**src/rtl/frame_accumulator.sv**
```systemverilog
// -----------------------------------------------------------------------------
// frame_accumulator
//   Sums each frame of K n-bit words received over a valid/ready handshake
//   into an n-bit running total. A sticky flag records any carry out of bit
//   n-1 during the frame. The finished total is presented downstream over a
//   second valid/ready handshake. A single ripple-carry adder (ripple_n) adds
//   the incoming word to the running total on every accepted cycle.
//
// Parameters:
//   n  data and accumulator width in bits (n >= 1)
//   K  words per frame (K >= 1)
//
// Ports:
//   clk        in   clock, all state updates on rising edge
//   rst        in   synchronous active-high reset
//   clr        in   synchronous frame abort (same effect as rst on state)
//   in_valid   in   upstream word D is valid
//   in_ready   out  block accepts a word this cycle (combinational)
//   D          in   input word [n-1:0]
//   out_valid  out  frame total S / C is valid (registered)
//   out_ready  in   downstream accepts the frame total
//   S          out  frame sum modulo 2^n (registered)
//   C          out  sticky carry of the frame (registered)
// -----------------------------------------------------------------------------

// n-bit ripple-carry adder with carry-in tied to zero.
module ripple_n #(
    parameter int n = 4
) (
    input  logic [n-1:0] a,
    input  logic [n-1:0] b,
    output logic [n-1:0] sum,
    output logic         carry
);
    logic [n:0] c_s;

    assign c_s[0] = 1'b0;

    for (genvar i = 0; i < n; i++) begin : g_fa
        assign sum[i]   = a[i] ^ b[i] ^ c_s[i];
        assign c_s[i+1] = (a[i] & b[i]) | (c_s[i] & (a[i] ^ b[i]));
    end

    assign carry = c_s[n];
endmodule

module frame_accumulator #(
    parameter int n = 4,
    parameter int K = 4
) (
    input  logic         clk,
    input  logic         rst,
    input  logic         clr,
    input  logic         in_valid,
    output logic         in_ready,
    input  logic [n-1:0] D,
    output logic         out_valid,
    input  logic         out_ready,
    output logic [n-1:0] S,
    output logic         C
);
    // Counter needs at least one bit even when K = 1.
    localparam int             CW       = (K > 1) ? $clog2(K) : 1;
    localparam logic [CW-1:0] CNT_LAST = CW'(K - 1);

    typedef enum logic [0:0] {
        ST_ACC  = 1'b0,
        ST_HOLD = 1'b1
    } state_t;

    state_t        state_r;
    state_t        state_next_s;
    logic [CW-1:0] cnt_r;
    logic [n-1:0]  acc_r;
    logic          cv_r;
    logic [n-1:0]  s_r;
    logic          c_r;
    logic          out_valid_r;

    logic [n-1:0]  sum_s;
    logic          carry_s;
    logic          abort_s;
    logic          accept_s;
    logic          frame_done_s;
    logic          transfer_s;

    ripple_n #(.n(n)) u_ripple (
        .a     (acc_r),
        .b     (D),
        .sum   (sum_s),
        .carry (carry_s)
    );

    // Handshake decode and next-state selection; abort overrides everything.
    always_comb begin
        abort_s      = rst | clr;
        in_ready     = (state_r == ST_ACC) && !abort_s;
        accept_s     = in_valid && in_ready;
        frame_done_s = accept_s && (cnt_r == CNT_LAST);
        // A pending result is dropped, not transferred, when aborted.
        transfer_s   = (state_r == ST_HOLD) && out_valid_r && out_ready && !abort_s;
        state_next_s = state_r;
        if (abort_s) begin
            state_next_s = ST_ACC;
        end else begin
            case (state_r)
                ST_ACC: begin
                    if (frame_done_s) state_next_s = ST_HOLD;
                    else              state_next_s = ST_ACC;
                end
                ST_HOLD: begin
                    if (transfer_s) state_next_s = ST_ACC;
                    else            state_next_s = ST_HOLD;
                end
                default: state_next_s = ST_ACC;
            endcase
        end
    end

    // State register.
    always_ff @(posedge clk) begin
        if (rst) state_r <= ST_ACC;
        else     state_r <= state_next_s;
    end

    // Accumulator, word counter, sticky carry and registered result.
    always_ff @(posedge clk) begin
        if (rst || clr) begin
            cnt_r       <= {CW{1'b0}};
            acc_r       <= {n{1'b0}};
            cv_r        <= 1'b0;
            s_r         <= {n{1'b0}};
            c_r         <= 1'b0;
            out_valid_r <= 1'b0;
        end else if (accept_s) begin
            acc_r <= sum_s;
            cv_r  <= cv_r | carry_s;
            if (frame_done_s) begin
                cnt_r       <= {CW{1'b0}};
                s_r         <= sum_s;
                c_r         <= cv_r | carry_s;
                out_valid_r <= 1'b1;
            end else begin
                cnt_r <= cnt_r + CW'(1);
            end
        end else if (transfer_s) begin
            // S and C keep their value; only the running state is cleared.
            out_valid_r <= 1'b0;
            acc_r       <= {n{1'b0}};
            cv_r        <= 1'b0;
        end else begin
            acc_r <= acc_r;
        end
    end

    assign out_valid = out_valid_r;
    assign S         = s_r;
    assign C         = c_r;
endmodule

```
**config.mk**
```make
export PLATFORM = sky130hd
export DESIGN_NAME = frame_accumulator
export DESIGN_NICKNAME = d
export VERILOG_FILES = /design/src/rtl/frame_accumulator.sv
export SDC_FILE = /design/constraint.sdc
export NUM_CORES = 1
export LEC_CHECK = 0
export BUFFER_PORTS_ARGS = -buffer_cell sky130_fd_sc_hd__buf_2
export CORE_AREA = 2 2 46 48
export DETAILED_ROUTE_END_ITERATION = 10
export DIE_AREA = 0 0 48 50
export SETUP_SLACK_MARGIN = 0.1
export SLEW_MARGIN = 20
export SYNTH_ARGS = -nofsm -noshare
export SYNTH_HDL_FRONTEND = slang
export SYNTH_SLANG_ARGS = --single-unit
```
**constraint.sdc**
```tcl
create_clock -name clk -period 3.2 [get_ports clk]
set_input_delay 0.64 -clock clk [delete_from_list [all_inputs] [get_ports clk]]
set_output_delay 0.64 -clock clk [all_outputs]
set_load 0.1 [all_outputs]
```
==> out/summary.txt <==
Sequential share of the synthesized area -> 0.437
Number of buffer and inverter stages on the critical path -> 2
Number of library cell types mapped by synthesis -> 20
Number of gates resized after CTS -> 0
Kind of capture point of the worst setup path -> output port
Die extent in x -> 48 um
CTS H-tree depth -> 1
Post-layout net count -> 94
Top library cells by usage in the layout, fill and taps aside -> 15 x buf_2, 14 x dfxtp_1, 12 x nor2_1, 6 x inv_1
Clk_skew -> 0.00726 ns
Rows -> 16
Global-route met1 utilization -> 0.134
Total CTS buffers -> 3
Kind of cell with the highest combined delay on the critical path -> buffers and inverters
Status -> complete, no violations
Vias per cell -> 4.40
Area of the placeable core -> 0.00190 sq mm
Weighted congestion reported at the end of routability-driven placement -> 0.714
Signal arrival time at the worst endpoint -> 1.72 ns
Most common cell on crit path -> buf_2
Top Ports -> 16
Antenna Cells -> 0
Hold Vio Cnt, Final -> 0
Endpoint required time on the critical path -> 2.56 ns
1st-iter DRT viols -> 0
Yosys synthesis warning count -> 0
Overall global routing resource usage -> 0.108
Total Die Area -> 0.00240 sq mm
Setup repair after global routing missed its margin -> false
Detail-routed net length per standard cell -> 10.1 um
Number of global-route vias before repair -> 446
Pins Over Slew Limit -> 0
Worst supply voltage drop on vdd -> 0.258 mV
Least-Margin Pin Slew -> 0.490 ns
Critical-path cell list -> buf_2 > or2_2 > nor2_1 > buf_2
Power density relative to cell area -> 440 mW/mm^2
Biggest fanout along the worst timing path -> 12
Met2 track demand over resource in global routing -> 0.153
Clock root buffer master -> clkbuf_4
Routing usage on met3 -> 0.0696
Max stage delay on crit path -> 0.43 ns
Clock slew seen by the registers of the worst setup and hold paths -> 0.08 ns
Antenna-violating nets left -> 0
Cells after Synth -> 62
Final setup violating endpoints -> 0
Buffer depth of the longest clock path -> 2
Filler instances -> 200
Skew-Pair Late Insertion Delay -> 0.28 ns
Power consumption -> 340 uW
Port Buf Inserts -> 15
TNS Setup -> 0 ns
Crit share post-route -> 0.737
Critical setup path kind -> in -> out
Area growth syn-to-layout -> 20.3%
Clock tree from TritonCTS -> built
Largest net degree at the start of global routing -> 13
Worst slew margin relative to its limit -> 0.676
Wire length of the first global-routing pass -> 1.80 mm
Worst setup SP type -> input pin
Worst setup timing slack at the placement stage -> 0.830 ns
Detailed-route DRC error count -> 0
Number of max-cap violations -> 0
Buffers inserted during post-CTS setup optimization -> 0
Combined area of all synthesized cells -> 642 sq um
Routed wire length -> 1.07 mm
Via count of the routed design -> 466
Min setup slack post-route -> 0.840 ns
Summed area of non-filler cells in the final layout -> 772 sq um
Avg Inst Size Synth -> 10.4 sq um
Initial antenna violation count -> 0
Commonest non-fill, non-tap cell in the layout -> buf_2
Overflow left after global routing -> 0
Peak-usage layer in the global routing report -> met2
Slowest-stage cell, CP -> buf_2
Non-Filler Instances -> 106
Detailed placement HPWL -> 825 um
Leakage power summed over all cells -> 0.000333 uW
Number of detailed-routing iterations run before antenna repair -> 1
Initial cell density of the core -> 0.338
Fraction of final layout cells with drive strength greater than 1 -> 0.304
Die span in y -> 50 um
Hold buffers post-CTS -> 0
Number of clock sinks -> 14
Cell Area, Placed -> 736 sq um
Number of instances in the placed design -> 102
Maximum clock frequency -> 424 MHz
Number of synthesized register bits -> 14
Path type of the worst min-delay path -> reg -> reg
Syn Nets -> 76
Final critical-path required period -> 2.36 ns
[worst register-to-register path, delay by kind of cell, from the launching register on]
kind | cells | cell delay, ns
buf+inv | 2 | 0.11
simple gates | 1 | 0.05
flops | 1 | 0.33
fa+ha+maj | 4 | 1.15
mux | 1 | 0.15
[stage by stage]
stage / utilization / hold WS [ns]
4_1_cts: 0.406 / 0.480
3_5_place_dp: 0.387 / 0.461
3_3_place_gp: 0.387 / 0.461
2_1_floorplan: - / 0.443
5_1_grt: 0.406 / 0.512
6_report: 0.406 / 0.476
[cells in the mapped netlist, drive strengths merged]
cell type / instances / area, sq um
and2b: 1 / 10.0
mux2i: 4 / 40.0
and3b: 1 / 10.0
nor2: 12 / 45.0
buf: 1 / 11.3
ha: 2 / 25.0
a211oi: 2 / 15.0
dfxtp: 14 / 280
a22o: 4 / 35.0
clkbuf: 1 / 3.75
inv: 6 / 22.5
a22oi: 1 / 7.51
nor3b: 1 / 12.5
nand3: 1 / 5.00
nor4b: 1 / 23.8
a21oi: 2 / 10.0
nand2: 3 / 11.3
or2: 1 / 6.26
fa: 3 / 60.1
o31ai: 1 / 7.51
[registers in the layout (all words and copies together) (netlist names)]
name / cells
acc_r: 4
cv_r: 1
out_valid: 1
C: 1
cnt_r: 2
S: 4
state_r: 1
[worst paths after layout]
path	startpoint	to	slack [ns]	cells past startpoint
max	clr	in_ready	0.84	4
min	cnt_r[1]	cnt_r[1]	0.48	2
max reg2reg	acc_r[0]	S[3]	1.31	8
min reg2reg	cnt_r[1]	cnt_r[1]	0.48	2
[power by group]
part | switching [uW] | internal (uW)
Clock | 59.4 | 69.2
Sequential | 1.86 | 177
Combinational | 19.1 | 13.5
[logic make-up after synthesis]
group,after synthesis,synth area share
buf+inv,8,0.0585
simple gates,21,0.193
mux,4,0.0624
compound gates,10,0.117
flops,14,0.437
fa+ha+maj,5,0.133
[routing by layer]
metal	up-vias	wire [um]
met5	-	0
met4	0	0
met3	0	87
met2	11	488
met1	210	498
li1	245	-
[final cells by class]
class | count | area, sq um | share of cell area
tap | 27 | 33.8 | 0.0438
inverter | 6 | 22.5 | 0.0292
clock buffer | 4 | 36.3 | 0.0470
sequential | 14 | 280 | 0.363
multi-input combinational | 40 | 324 | 0.420
timing repair buffer | 15 | 75.1 | 0.0972
Note: power is estimated with default switching activity, not from simulation.
